===== src/rtl/seg_msg_display.sv =====
// seg_msg_display: latches event messages, shows them on a multiplexed
// N-digit 7-segment display (scrolling when too long) and drives a buzzer.
module seg_msg_display #(
  parameter int NUM_DIGITS       = 4,
  parameter int REFRESH_DIV      = 50000,
  parameter int SCROLL_DIV       = 25000000,
  parameter int BEEP_DIV         = 12500,
  parameter int SEG_ACTIVE_LOW   = 1,
  parameter int DIGIT_ACTIVE_LOW = 1
) (
  input  logic                  clk,
  input  logic                  rst,
  input  logic                  buzz,
  input  logic                  err,
  input  logic                  on,
  input  logic                  off,
  input  logic                  open,
  output logic                  buzzer,
  output logic [7:0]            seg,
  output logic [NUM_DIGITS-1:0] digit,
  output logic [2:0]            msg_id,
  output logic                  scrolling
);

  localparam int IDX_W  = $clog2(NUM_DIGITS);
  localparam int REF_W  = $clog2(REFRESH_DIV);
  localparam int SCR_W  = $clog2(SCROLL_DIV);
  localparam int BEEP_W = (BEEP_DIV > 1) ? $clog2(BEEP_DIV) : 1;

  localparam logic [REF_W-1:0]  REF_MAX  = REF_W'(REFRESH_DIV - 1);
  localparam logic [SCR_W-1:0]  SCR_MAX  = SCR_W'(SCROLL_DIV - 1);
  localparam logic [BEEP_W-1:0] BEEP_MAX = BEEP_W'(BEEP_DIV - 1);
  localparam logic [IDX_W-1:0]  IDX_MAX  = IDX_W'(NUM_DIGITS - 1);
  localparam logic [3:0]        ND       = 4'(NUM_DIGITS);

  localparam logic [7:0] SEG_OFF =
    (SEG_ACTIVE_LOW != 0) ? 8'hFF : 8'h00;
  localparam logic [NUM_DIGITS-1:0] DIG_OFF =
    (DIGIT_ACTIVE_LOW != 0) ? {NUM_DIGITS{1'b1}}
                            : {NUM_DIGITS{1'b0}};
  localparam logic [NUM_DIGITS-1:0] DIG_LEFT =
    {1'b1, {(NUM_DIGITS-1){1'b0}}};

  localparam logic [2:0] M_NONE = 3'd0;
  localparam logic [2:0] M_BUZZ = 3'd1;
  localparam logic [2:0] M_ERR  = 3'd2;
  localparam logic [2:0] M_ON   = 3'd3;
  localparam logic [2:0] M_OFF  = 3'd4;
  localparam logic [2:0] M_OPEN = 3'd5;

  // Active-high glyphs, bit0 = a .. bit6 = g
  localparam logic [6:0] G_LB = 7'h7C;
  localparam logic [6:0] G_U  = 7'h3E;
  localparam logic [6:0] G_Z  = 7'h5B;
  localparam logic [6:0] G_E  = 7'h79;
  localparam logic [6:0] G_R  = 7'h50;
  localparam logic [6:0] G_O  = 7'h3F;
  localparam logic [6:0] G_N  = 7'h54;
  localparam logic [6:0] G_F  = 7'h71;
  localparam logic [6:0] G_P  = 7'h73;

  typedef enum logic [1:0] {
    S_IDLE,
    S_STATIC,
    S_SCROLL
  } state_t;

  function automatic logic [2:0] msg_len(input logic [2:0] id);
    logic [2:0] l;
    case (id)
      M_BUZZ:  l = 3'd4;
      M_ERR:   l = 3'd3;
      M_ON:    l = 3'd2;
      M_OFF:   l = 3'd3;
      M_OPEN:  l = 3'd4;
      default: l = 3'd0;
    endcase
    return l;
  endfunction

  function automatic logic [6:0] glyph(
    input logic [2:0] id,
    input logic [2:0] pos
  );
    logic [6:0] g;
    g = 7'h00;
    case (id)
      M_BUZZ:
        case (pos)
          3'd0:       g = G_LB;
          3'd1:       g = G_U;
          3'd2, 3'd3: g = G_Z;
          default:    g = 7'h00;
        endcase
      M_ERR:
        case (pos)
          3'd0:       g = G_E;
          3'd1, 3'd2: g = G_R;
          default:    g = 7'h00;
        endcase
      M_ON:
        case (pos)
          3'd0:    g = G_O;
          3'd1:    g = G_N;
          default: g = 7'h00;
        endcase
      M_OFF:
        case (pos)
          3'd0:       g = G_O;
          3'd1, 3'd2: g = G_F;
          default:    g = 7'h00;
        endcase
      M_OPEN:
        case (pos)
          3'd0:    g = G_O;
          3'd1:    g = G_P;
          3'd2:    g = G_E;
          3'd3:    g = G_N;
          default: g = 7'h00;
        endcase
      default: g = 7'h00;
    endcase
    return g;
  endfunction

  // Request bits: 0 buzz, 1 err, 2 on, 3 off, 4 open
  logic [4:0] w_req;
  logic [4:0] r_sync1;
  logic [4:0] r_sync2;
  logic [4:0] r_sync3;
  logic [4:0] w_rise;
  logic       w_accept;
  logic [2:0] w_new_id;
  logic [2:0] w_new_len;

  state_t     r_state;
  state_t     w_state_next;
  logic [2:0] r_msg;
  logic [2:0] w_msg_next;
  logic [2:0] w_len;
  logic [3:0] w_len_p1;

  logic [SCR_W-1:0]  r_scr_cnt;
  logic              w_scr_tick;
  logic [2:0]        r_ofs;
  logic [2:0]        r_phase;
  logic [2:0]        w_phase_next;

  logic [BEEP_W-1:0] r_beep_cnt;
  logic              w_beep_tick;
  logic              r_tone;
  logic              w_tone_next;
  logic              w_gate;
  logic              r_buzzer;

  logic [REF_W-1:0]  r_ref_cnt;
  logic              w_ref_tick;
  logic [IDX_W-1:0]  r_idx;

  logic [3:0]        w_idx4;
  logic [3:0]        w_sum;
  logic [3:0]        w_wrap;
  logic [2:0]        w_pos;
  logic              w_vis;
  logic [6:0]        w_glyph;
  logic [7:0]        w_seg_on;
  logic [NUM_DIGITS-1:0] w_onehot;
  logic [7:0]        r_seg;
  logic [NUM_DIGITS-1:0] r_digit;

  assign w_req = {open, off, on, err, buzz};

  // Two-flop synchroniser plus a delayed copy for edge detection
  always_ff @(posedge clk or posedge rst) begin
    if (rst) begin
      r_sync1 <= '0;
      r_sync2 <= '0;
      r_sync3 <= '0;
    end else begin
      r_sync1 <= w_req;
      r_sync2 <= r_sync1;
      r_sync3 <= r_sync2;
    end
  end

  assign w_rise   = r_sync2 & ~r_sync3;
  assign w_accept = |w_rise;

  // Resolve simultaneous edges: err > buzz > open > off > on
  always_comb begin
    w_new_id = M_NONE;
    if (w_rise[1])      w_new_id = M_ERR;
    else if (w_rise[0]) w_new_id = M_BUZZ;
    else if (w_rise[4]) w_new_id = M_OPEN;
    else if (w_rise[3]) w_new_id = M_OFF;
    else if (w_rise[2]) w_new_id = M_ON;
  end

  assign w_new_len = msg_len(w_new_id);
  assign w_len     = msg_len(r_msg);
  assign w_len_p1  = {1'b0, w_len} + 4'd1;

  // Message/state register
  always_ff @(posedge clk or posedge rst) begin
    if (rst) begin
      r_state <= S_IDLE;
      r_msg   <= M_NONE;
    end else begin
      r_state <= w_state_next;
      r_msg   <= w_msg_next;
    end
  end

  // Any accepted edge picks static or scrolling display by length
  always_comb begin
    w_state_next = r_state;
    w_msg_next   = r_msg;
    if (w_accept) begin
      w_msg_next = w_new_id;
      if ({1'b0, w_new_len} > ND) w_state_next = S_SCROLL;
      else                        w_state_next = S_STATIC;
    end
  end

  assign w_scr_tick   = (r_scr_cnt == SCR_MAX);
  assign w_phase_next = (w_scr_tick && r_phase != 3'd5)
                      ? r_phase + 3'd1 : r_phase;

  // Slow timebase: scroll offset and err beep phase
  always_ff @(posedge clk or posedge rst) begin
    if (rst) begin
      r_scr_cnt <= '0;
      r_ofs     <= '0;
      r_phase   <= '0;
    end else if (w_accept) begin
      r_scr_cnt <= '0;
      r_ofs     <= '0;
      r_phase   <= '0;
    end else begin
      r_scr_cnt <= w_scr_tick ? '0 : r_scr_cnt + SCR_W'(1);
      r_phase   <= w_phase_next;
      if (w_scr_tick && r_state == S_SCROLL)
        r_ofs <= (r_ofs == w_len) ? 3'd0 : r_ofs + 3'd1;
    end
  end

  assign w_beep_tick = (r_beep_cnt == BEEP_MAX);
  assign w_tone_next = r_tone ^ w_beep_tick;

  // err sounds on even phases only; phase 5 is the silent end state
  always_comb begin
    w_gate = 1'b0;
    if (r_msg == M_BUZZ)     w_gate = 1'b1;
    else if (r_msg == M_ERR) w_gate = ~w_phase_next[0];
  end

  // Tone generator and gated buzzer output
  always_ff @(posedge clk or posedge rst) begin
    if (rst) begin
      r_beep_cnt <= '0;
      r_tone     <= 1'b0;
      r_buzzer   <= 1'b0;
    end else if (w_accept) begin
      r_beep_cnt <= '0;
      r_tone     <= 1'b0;
      r_buzzer   <= 1'b0;
    end else begin
      r_beep_cnt <= w_beep_tick ? '0 : r_beep_cnt + BEEP_W'(1);
      r_tone     <= w_tone_next;
      r_buzzer   <= w_tone_next & w_gate;
    end
  end

  assign w_ref_tick = (r_ref_cnt == REF_MAX);

  // Digit scan timebase, index 0 is the leftmost digit
  always_ff @(posedge clk or posedge rst) begin
    if (rst) begin
      r_ref_cnt <= '0;
      r_idx     <= '0;
    end else begin
      r_ref_cnt <= w_ref_tick ? '0 : r_ref_cnt + REF_W'(1);
      if (w_ref_tick)
        r_idx <= (r_idx == IDX_MAX) ? '0 : r_idx + IDX_W'(1);
    end
  end

  assign w_idx4 = 4'(r_idx);
  assign w_sum  = {1'b0, r_ofs} + w_idx4;

  // Character position for the digit being scanned
  always_comb begin
    w_pos  = 3'd0;
    w_vis  = 1'b0;
    w_wrap = w_sum;
    unique case (r_state)
      S_STATIC: begin
        w_pos = w_idx4[2:0];
        w_vis = (w_idx4 < {1'b0, w_len});
      end
      S_SCROLL: begin
        if (w_sum >= w_len_p1) w_wrap = w_sum - w_len_p1;
        w_pos = w_wrap[2:0];
        w_vis = (w_wrap < {1'b0, w_len});
      end
      default: begin
        w_pos = 3'd0;
        w_vis = 1'b0;
      end
    endcase
  end

  assign w_glyph  = w_vis ? glyph(r_msg, w_pos) : 7'h00;
  assign w_seg_on = {1'b0, w_glyph};
  assign w_onehot = DIG_LEFT >> r_idx;

  // Segments and enables registered together to avoid ghosting
  always_ff @(posedge clk or posedge rst) begin
    if (rst) begin
      r_seg   <= SEG_OFF;
      r_digit <= DIG_OFF;
    end else begin
      r_seg   <= (SEG_ACTIVE_LOW != 0) ? ~w_seg_on : w_seg_on;
      r_digit <= (DIGIT_ACTIVE_LOW != 0) ? ~w_onehot : w_onehot;
    end
  end

  assign seg       = r_seg;
  assign digit     = r_digit;
  assign buzzer    = r_buzzer;
  assign msg_id    = r_msg;
  assign scrolling = (r_state == S_SCROLL);

endmodule


===== config.mk =====
export PLATFORM = sky130hd
export DESIGN_NAME = seg_msg_display
export DESIGN_NICKNAME = d
export VERILOG_FILES = /design/src/rtl/seg_msg_display.sv
export SDC_FILE = /design/constraint.sdc
export NUM_CORES = 1
export LEC_CHECK = 0
export BUFFER_PORTS_ARGS = -buffer_cell sky130_fd_sc_hd__buf_2
export CAP_MARGIN = 30
export CORE_ASPECT_RATIO = 0.8
export CORE_UTILIZATION = 45
export DETAILED_ROUTE_END_ITERATION = 6
export GPL_ROUTABILITY_DRIVEN = 0
export HOLD_SLACK_MARGIN = 0.08
export PLACE_DENSITY = 0.68
export REMOVE_ABC_BUFFERS = 1
export SYNTH_ARGS = -nofsm -noshare
export SYNTH_HDL_FRONTEND = slang
export SYNTH_SLANG_ARGS = --single-unit

===== constraint.sdc =====
create_clock -name clk -period 10.4 [get_ports clk]
set_input_delay 2.08 -clock clk [delete_from_list [all_inputs] [get_ports clk]]
set_output_delay 2.08 -clock clk [all_outputs]
set_load 0.01 [all_outputs]

==> flow_summary_export.csv, run 1 <==
group,metric,value,unit
run_status,status,"finished, final reports clean",
sta,fmax,232,MHz
route,ant_nets,0,
route,first_pass_iters,5,
route,drt-initial-drc-count,232,
sta,hold_violations,0,
worst_setup_path,cp.arrival,4530,ps
sta,finalCritPeriodShare,41.5,%
route,wl_per_cell,13.7,um
layout,drive_gt1_share,13.1,%
power_and_ir_drop,power_leakage,2.37,nW
placement,hpwl,6520,um
worst_setup_path,reg2reg_from,"msg_id[2]$_DFFE_PP0N_",
layout,multi_input_area,2330,um^2
job,cap_violations,0,
synthesis,synth_cell_types,55,
global_route,grt_pass1_wl,15700,um
synthesis,synth_top_cell_by_area,"dfrtp_1",
power_and_ir_drop,p_per_area,149,nW/um^2
global_route,antenna_found_initial,0,
route,routed_wl,9030,um
floorplanning,fp.dieW,119,um
sta,max_slew_margin,51.8,%
clock_tree,hold_buffers,0,
floorplanning,ios,24,
placement,numPortBuffers,22,
synthesis,async_reset_ff_share,100,%
synthesis,yosys_warnings,0,
global_route,grt_util_all_layers,17.4,%
worst_setup_path,worstSetupPathType,"reg2reg",
synthesis,synth_most_common_cell,"dfrtp_1",
sta,tightest_slew,722,ps
global_route,grt_pass1_vias,3428,
floorplanning,core_area,10400,um^2
layout,diodes,0,
sta,finClkSkew,7.13,ps
sta,worst_slack,6080,ps
sta,rsz0062_at_grt,"no",
worst_setup_path,path_max_fanout,15,
synthesis,synth_area_leaders,"dfrtp_1 (43%), ha_1 (6.1%), xor2_1 (6.1%), dfstp_2 (5.9%), nor2_1 (5.7%)",
worst_hold_path,hp-start,"r_sync1[4]$_DFF_PP0_",
clock_tree,post_cts_resized,0,
synthesis,yosysTopAreaCellShare,43.4,%
synthesis,yosys-top-cells-count,"dfrtp_1 (85), nor2_1 (74), xor2_1 (34)",
layout,postLayoutCellArea,5430,um^2
placement,post-place-ws,6160,ps
sta,tns,0,ps
layout,n_fill_cell,939,
synthesis,synth_seq_area_share,49.3,%
layout,area_growth,10.6,%
layout,nets,547,
synthesis,syn_area_per_cell,9.97,um^2
worst_setup_path,r2r_slack,6080,ps
synthesis,ys_ff_latch,96,
clock_tree,cts_tree,"yes",
layout,fin_cells,659,
synthesis,synth_edf_count,0,
clock_tree,cts.sinks,96,
worst_setup_path,worstRegToRegCells,17,
worst_hold_path,worst_hold_path.endpoint,"r_sync2[4]$_DFF_PP0_",
synthesis,syn_inst,492,
power_and_ir_drop,vdd.ir_drop.worst,0.0000806,V
worst_setup_path,crit_path_start_kind,"register",
sta,period_needed,4320,ps
worst_setup_path,cp.required,10610,ps
route,vias,3519,
worst_setup_path,endpoint_kind,"register",
clock_tree,cts_setup_buffers,0,
layout,fin_util,52.1,%
floorplanning,fp-row-count,33,
route,remaining_drc_errors,0,
sta,setup_viol,0,
floorplanning,start_util,47.1,%
synthesis,synth_area,4900,um^2
clock_tree,clock_path_buffers,2,
layout,ff_latch_area,2420,um^2
placement,dpl.cell_count,643,
worst_hold_path,hold_depth,0,
synthesis,ys.flop_type,"dfrtp_1",
clock_tree,clk_transition_reported_paths,70,ps
global_route,gr-total-overflow,0,
clock_tree,root_buffer,"clkbuf_16",
sta,drv_slew,0,
global_route,grt_max_degree,53,
clock_tree,htree_levels,3,
floorplanning,die_y,95.4,um
clock_tree,cts_inserted_buffers,9,
worst_hold_path,hold_class,"reg2reg",
floorplanning,dieArea,11300,um^2
clock_tree,insertion_delay,340,ps
worst_setup_path,r2r-end,"seg[3]$_DFF_PP1_",
route,vias_per_cell,5.34,
placement,place_area,5150,um^2
worst max path at each step:
stage | from | end
CTS | msg_id[2]$_DFFE_PP0N_ | seg[2]$_DFF_PP1_
detailed placement | msg_id[2]$_DFFE_PP0N_ | seg[3]$_DFF_PP1_
global placement | msg_id[2]$_DFFE_PP0N_ | seg[6]$_DFF_PP1_
finish | msg_id[2]$_DFFE_PP0N_ | seg[3]$_DFF_PP1_
global route | msg_id[2]$_DFFE_PP0N_ | seg[3]$_DFF_PP1_
floorplan | rst | buzzer$_DFF_PP0_
cell type report:
type                            instances  share of cell area [%]
Clock buffer                            9                    4.15
Inverter                               29                    2.03
Multi-Input combinational cell        355                    42.9
Sequential cell                        96                    44.5
Tap cell                              140                    3.23
Timing Repair Buffer                   23                    2.17
Clock inverter                          7                   0.946
report_power, final:
part	switching [W]	total (W)	internal [W]
Clock	0.000143	0.000307	0.000164
Combinational	0.0000643	0.000105	0.0000407
Sequential	0.00000854	0.000396	0.000388
Total	0.000216	0.000809	0.000593
per-layer routing:
| metal | track usage (%) | share of wire (%) |
|---|---|---|
| met1 | 22.4 | 47 |
| met2 | 29.0 | 47 |
| met3 | 4.37 | 4.3 |
| met4 | 5.70 | 1.2 |
| met5 | 0 | 0 |
stage by stage:
step,power [W],hold WS (ps)
final,0.000809,348
after floorplan,0.000478,331
after CTS,0.000818,350
after global routing,0.000845,355
after global placement,0.000504,339
after detailed placement,0.000508,335
placed cells by master, fill, tap and decap left out, types with 10 or more instances in the layout:
master / n
dfrtp_1: 85
nor2_1: 74
xor2_1: 34
nand2_1: 30
inv_1: 28
nand3_1: 26
ha_1: 24
buf_2: 22
xnor2_1: 20
o21ai_0: 17
nand2b_1: 13
and3_1: 12
dfstp_2: 11
nor2b_1: 10
nand4_1: 10
sequential cells by signal, summed over array words and instances (netlist names):
| signal | cells |
|---|---|
| r_ofs | 3 |
| r_phase | 3 |
| r_sync2 | 5 |
| r_tone | 1 |
| seg | 7 |
| msg_id | 3 |
| digit | 4 |
| r_beep_cnt | 14 |
| r_sync1 | 5 |
| r_ref_cnt | 16 |
| r_sync3 | 5 |
| r_scr_cnt | 25 |
| r_state | 2 |
| r_idx | 2 |
| buzzer | 1 |
logic make-up (layout without fill, tap and decap cells):
group | after synthesis | after routing | synth area share, %
other | 1 | 1 | 0.0765
buffers and inverters | 41 | 68 | 3.22
AND/OR/NAND/NOR | 211 | 211 | 21.3
XOR/XNOR | 54 | 54 | 9.65
adder cells (fa/ha/maj) | 26 | 26 | 6.94
AO/OA/AOI/OAI | 63 | 63 | 9.52
flip-flops | 96 | 96 | 49.3
worst max-delay path: stages (launching register included):
cell       delay (ps)
dfrtp_1           590
nor2b_1           280
o21ai_0           200
ha_1              260
inv_1             100
a21oi_1            70
a31oi_1           210
inv_1              90
fa_1              490
and3_1            210
a22o_2            280
a21oi_1           130
ha_1              240
nor2b_1           120
o21ai_0           140
nand3b_1          100
o2bb2ai_1         430
o311ai_0          240
Note: power is estimated with default switching activity, not from simulation.
==> inputs of run 2 (changes only) <==
Settings changed: ABC_AREA set to 1, PLACE_DENSITY 0.68 to 0.7.
Clock period 10.4 ns to 3.9 ns, I/O delays scaled along.
==> flow_summary_export.csv, run 2 <==
group,metric,value,unit
route,vias_per_cell,5.17,
clock_tree,clock_path_buffers,2,
run_status,status,"finished, final reports clean",
worst_setup_path,worstRegToRegCells,26,
worst_setup_path,cp_num_buf_inv,6,
worst_setup_path,critical_path.top_delay_family,"simple AND/OR/NAND/NOR gates",
job,cap_violations,0,
layout,diodes,0,
synthesis,synth_area,5290,um^2
worst_hold_path,hold_depth,0,
placement,numPortBuffers,22,
worst_setup_path,r2r_slack,330,ps
route,wl_per_cell,13.2,um
worst_setup_path,path_max_fanout,6,
clock_tree,hold_buffers,0,
power_and_ir_drop,power_leakage,2.84,nW
clock_tree,root_buffer,"clkbuf_16",
clock_tree,clk_transition_reported_paths,70,ps
floorplanning,ios,24,
sta,period_needed,3570,ps
layout,top_regs,"r_scr_cnt (25), r_ref_cnt (16), r_beep_cnt (14)",
clock_tree,post_cts_resized,0,
sta,tns,0,ps
synthesis,yosys-top-cells-count,"inv_1 (115), nand2_1 (114), dfrtp_1 (85)",
clock_tree,cts_inserted_buffers,9,
synthesis,ys_ff_latch,96,
clock_tree,htree_levels,3,
worst_setup_path,worstSetupPathType,"reg2reg",
synthesis,synth_most_common_cell,"inv_1",
floorplanning,fp.dieW,123,um
layout,drive_gt1_share,12.7,%
global_route,grt_pass1_wl,18900,um
synthesis,synth_edf_count,0,
worst_setup_path,cp.arrival,3830,ps
worst_hold_path,hold_class,"reg2reg",
sta,rsz0062_at_grt,"no",
layout,area_growth,12.0,%
route,routed_wl,10900,um
route,vias,4278,
worst_setup_path,endpoint_kind,"register",
sta,timing.hold.ws,349,ps
power_and_ir_drop,p_per_area,383,nW/um^2
floorplanning,die_y,98.9,um
worst_setup_path,r2r-end,"seg[5]$_DFF_PP1_",
synthesis,async_reset_ff_share,100,%
sta,drv_slew,0,
floorplanning,start_util,46.1,%
worst_setup_path,cp.required,4160,ps
global_route,grt_max_degree,58,
layout,largest_reg_flops,25,
worst_setup_path,worst_path_largest_cell_delay,420,ps
clock_tree,cts_setup_buffers,0,
layout,final_cell_mix,"inv_1 (112), nand2_1 (112), dfrtp_1 (85), nor2_1 (71), nand3_1 (36)",
floorplanning,fp-row-count,35,
power_and_ir_drop,finalPower,0.00227,W
sta,max_slew_margin,44.5,%
synthesis,ys.flop_type,"dfrtp_1",
sta,fmax,280,MHz
layout,top_register,"r_scr_cnt",
layout,nets,707,
placement,hpwl,8090,um
route,remaining_drc_errors,0,
sta,finalCritPeriodShare,91.4,%
layout,n_fill_cell,1065,
clock_tree,cts_tree,"yes",
power_and_ir_drop,vdd.ir_drop.worst,0.000223,V
worst_hold_path,worst_hold_path.endpoint,"r_sync2[1]$_DFF_PP0_",
synthesis,syn_area_per_cell,8.22,um^2
floorplanning,dieArea,12200,um^2
worst_setup_path,crit_path_frequent_cell,"nand2_1",
global_route,grt_pass1_vias,4071,
worst_hold_path,hp-start,"r_sync1[1]$_DFF_PP0_",
sta,finClkSkew,5.68,ps
route,ant_nets,0,
synthesis,synth_area_leaders,"dfrtp_1 (40%), inv_1 (8.2%), nand2_1 (8.1%), ha_1 (5.7%), dfstp_2 (5.5%)",
synthesis,yosysTopAreaCellShare,40.2,%
synthesis,syn_inst,643,
global_route,gr-total-overflow,0,
route,first_pass_iters,5,
worst_setup_path,cpMaxStageDelayCell,"dfrtp_1",
worst_setup_path,reg2reg_from,"msg_id[2]$_DFFE_PP0N_",
worst_setup_path,crit_path_start_kind,"register",
sta,setup_viol,0,
clock_tree,insertion_delay,350,ps
synthesis,synth_top_cell_by_area,"dfrtp_1",
synthesis,synth_cell_types,44,
floorplanning,core_area,11500,um^2
sta,tightest_slew,826,ps
clock_tree,cts.sinks,96,
route,drt-initial-drc-count,295,
global_route,antenna_found_initial,0,
synthesis,synth_seq_area_share,45.7,%
synthesis,yosys_warnings,0,
sta,hold_violations,0,
global_route,grt_util_all_layers,19.7,%
## run 2: cell count changes in the layout (fill, tap and decap cells not counted), sizes merged, moves of 6 or more
cell	previous run	this run
nand4	10	23
a21oi	8	24
xor2	34	19
inv	31	118
and3	14	1
nand2	30	117
nor3	9	28
nand3	26	42
nor2	74	80
nor4	4	14
nand2b	13	0
nor2b	11	0
xnor2	20	2
## run 2: stage by stage
| stage | util (%) | setup slack, ps | area (um^2) | cells |
|---|---|---|---|---|
| finish | 51.6 | 335 | 5920 | 827 |
| global route | 51.6 | 27.1 | 5920 | 827 |
| CTS | 51.3 | 71.6 | 5880 | 826 |
| detailed placement | 48.5 | 86.6 | 5570 | 810 |
| global placement | 48.5 | 350 | 5570 | 810 |
| floorplan | - | 544 | 5260 | 638 |
## run 2: power breakdown
part | internal [W] | leakage, nW | total (W) | switching, W
registers | 0.00104 | 1.24 | 0.00105 | 0.0000166
logic | 0.0000981 | 1.44 | 0.000286 | 0.000188
clock network | 0.000525 | 0.152 | 0.000926 | 0.000401
## run 2: worst max-delay path by stage
stage          slack (ps)                to  cells past startpoint             startpoint
2_1_floorplan         540  seg[0]$_DFF_PP1_                     26  msg_id[2]$_DFFE_PP0N_
4_1_cts                70  seg[5]$_DFF_PP1_                     26  msg_id[2]$_DFFE_PP0N_
5_1_grt                30  seg[5]$_DFF_PP1_                     26  msg_id[2]$_DFFE_PP0N_
3_5_place_dp           90  seg[5]$_DFF_PP1_                     26  msg_id[2]$_DFFE_PP0N_
6_report              330  seg[5]$_DFF_PP1_                     26  msg_id[2]$_DFFE_PP0N_
3_3_place_gp          350  seg[5]$_DFF_PP1_                     26  msg_id[2]$_DFFE_PP0N_
## run 2: cells by family (layout without fill, tap and decap cells)
| group | count (synthesis) | count (layout) | share of synthesized area, % |
|---|---|---|---|
| and+or+nand+nor | 311 | 311 | 28.1 |
| xor gates and xnor gates | 21 | 21 | 3.48 |
| AOI/OAI and AO/OA | 67 | 67 | 7.43 |
| buffers and inverters | 121 | 157 | 8.76 |
| other | 1 | 1 | 0.0710 |
| DFF | 96 | 96 | 45.7 |
| adders and majority gates | 26 | 26 | 6.44 |
## run 2: area by class of cell
type | instances | area [um^2] | area share, %
multi-input cells | 426 | 2420 | 40.9
well taps | 148 | 185 | 3.13
inverters | 116 | 437 | 7.38
repair buffers | 25 | 145 | 2.45
clock inverters | 6 | 75.1 | 1.27
flip-flops and latches | 96 | 2420 | 40.8
clock buffers | 10 | 239 | 4.04
## run 2: layer usage
layer,share of wire [%],track usage (%),vias to the layer above
met3,4.8,4.63,7
met4,0.80,5.00,0
met2,46,30.6,105
li1,-,-,2140
met5,0,0,-
met1,49,27.6,2026
==> inputs of run 3 (changes only) <==
Settings changed: CELL_PAD_IN_SITES_DETAIL_PLACEMENT set to 1, CELL_PAD_IN_SITES_GLOBAL_PLACEMENT set to 2, CORE_UTILIZATION 45 to 34, PLACE_DENSITY 0.7 to 0.82, SKIP_LAST_GASP set to 1.
==> flow_summary_export.csv, run 3 (synthesis gave the netlist of run 2 again) <==
group,metric,value,unit
floorplanning,ios,24,
route,wl_per_cell,14.8,um
layout,drive_gt1_share,12.8,%
global_route,gr-total-overflow,0,
sta,worst_slack,340,ps
route,remaining_drc_errors,0,
layout,top_regs,"r_scr_cnt (25), r_ref_cnt (16), r_beep_cnt (14)",
worst_setup_path,crit_path_start_kind,"register",
clock_tree,root_buffer,"clkbuf_16",
route,ant_nets,0,
sta,hold_violations,0,
sta,finalCritPeriodShare,91.3,%
clock_tree,htree_levels,3,
route,first_pass_iters,4,
sta,drv_slew,0,
worst_setup_path,worstRegToRegCells,26,
floorplanning,core_area,15100,um^2
power_and_ir_drop,power_leakage,2.84,nW
placement,numPortBuffers,22,
sta,period_needed,3560,ps
sta,tightest_slew,852,ps
sta,fmax,281,MHz
layout,fin_util,39.6,%
layout,largest_reg_flops,25,
clock_tree,clk_transition_reported_paths,70,ps
route,vias_per_cell,4.84,
worst_setup_path,endpoint_kind,"register",
clock_tree,hold_buffers,0,
worst_setup_path,worstSetupPathType,"reg2reg",
clock_tree,cts_tree,"yes",
worst_setup_path,path_max_fanout,6,
worst_setup_path,cp.required,4170,ps
global_route,grt_pass1_wl,23000,um
clock_tree,clock_path_buffers,2,
layout,postLayoutCellArea,5990,um^2
worst_hold_path,hp-start,"r_sync1[4]$_DFF_PP0_",
floorplanning,fp.dieW,141,um
worst_hold_path,hold_class,"reg2reg",
clock_tree,cts_inserted_buffers,9,
placement,post-place-ws,-0.990,ps
layout,nets,710,
clock_tree,insertion_delay,360,ps
worst_setup_path,reg2reg_from,"msg_id[2]$_DFFE_PP0N_",
worst_setup_path,cp.arrival,3830,ps
worst_hold_path,hold_depth,0,
global_route,antenna_found_initial,0,
sta,finClkSkew,10.4,ps
layout,diodes,0,
run_status,status,"finished, final reports clean",
global_route,grt_util_all_layers,18.2,%
sta,max_slew_margin,42.7,%
floorplanning,fp-row-count,40,
placement,place_area,5660,um^2
worst_setup_path,crit_start,"msg_id[2]$_DFFE_PP0N_",
floorplanning,start_util,35.0,%
sta,setup_viol,0,
route,drt-initial-drc-count,181,
clock_tree,cts.sinks,96,
global_route,grt_pass1_vias,4555,
job,cap_violations,0,
floorplanning,dieArea,16000,um^2
power_and_ir_drop,p_per_area,378,nW/um^2
route,routed_wl,13200,um
layout,final_cell_mix,"inv_1 (112), nand2_1 (112), dfrtp_1 (85), nor2_1 (72), nand3_1 (36)",
route,vias,4321,
global_route,grt_max_degree,52,
power_and_ir_drop,vdd.ir_drop.worst,0.000214,V
layout,n_fill_cell,1857,
layout,top_register,"r_scr_cnt",
layout,area_growth,13.3,%
placement,hpwl,9930,um
sta,rsz0062_at_grt,"no",
floorplanning,die_y,114,um
run 3: worst paths after layout:
kind / to / slack (ps)
max: seg[0]$_DFF_PP1_ / 340
min: r_sync2[4]$_DFF_PP0_ / 360
max reg2reg: seg[0]$_DFF_PP1_ / 340
min reg2reg: r_sync2[4]$_DFF_PP0_ / 360
max in group asynchronous: seg[4]$_DFF_PP1_ / 2570
min in group asynchronous: r_scr_cnt[15]$_DFF_PP0_ / 520
run 3: cell type report:
| cell class | count | area (um^2) | share of cell area, % |
|---|---|---|---|
| flip-flops and latches | 96 | 2420 | 40.4 |
| clock inverters | 6 | 67.6 | 1.13 |
| inverters | 116 | 438 | 7.32 |
| well taps | 210 | 263 | 4.39 |
| multi-input cells | 426 | 2420 | 40.4 |
| clock buffers | 10 | 229 | 3.83 |
| repair buffers | 28 | 155 | 2.59 |
run 3: through the flow:
stage / hold slack, ps / TNS (ps) / cells / power [W]
after global placement: 341 / 0 / 873 / 0.00135
after floorplan: 331 / 0 / 638 / 0.00127
after detailed placement: 347 / -0.990 / 873 / 0.00137
after CTS: 365 / 0 / 889 / 0.00229
final: 359 / 0 / 892 / 0.00227
after global routing: 369 / 0 / 892 / 0.00238
run 3: timing repair:
action                                  4_1_cts  5_1_grt
resized for setup                             1        6
pin swaps                                     0        1
endpoints found under the setup margin        2        7
buffers inserted                              0        3
run 3: power breakdown:
part	internal, W	leakage, nW	switching [W]
logic	0.000106	1.45	0.000198
clock network	0.000501	0.139	0.000405
registers	0.00104	1.24	0.0000159
total	0.00165	2.84	0.000620
run 3: worst max-delay path, cell delays in order (launching register included):
cell and delay, ps:
dfrtp_1 410, inv_2 90, nand2_1 80, inv_1 100, nand2_1 90, nand2_2 110
inv_1 80, ha_1 220, o21ai_2 150, inv_1 70, fa_1 420, nand2_1 100
nand2_2 80, nand2_2 90, nand2_1 60, and2_1 140, ha_1 280, inv_1 60
nor2_1 30, o21ai_0 140, nand2_1 70, a31oi_1 150, o21ai_0 120, nand2_1 70
nand2_1 60, inv_2 90, o21ai_0 100
run 3: routing by layer:
layer / global-route usage (%) / up-vias / part of all wire, %
li1: - / 2155 / -
met2: 28.4 / 39 / 45
met1: 25.3 / 2115 / 51
met4: 4.95 / 0 / 1.2
met5: 0 / - / 0
met3: 4.24 / 12 / 3.1
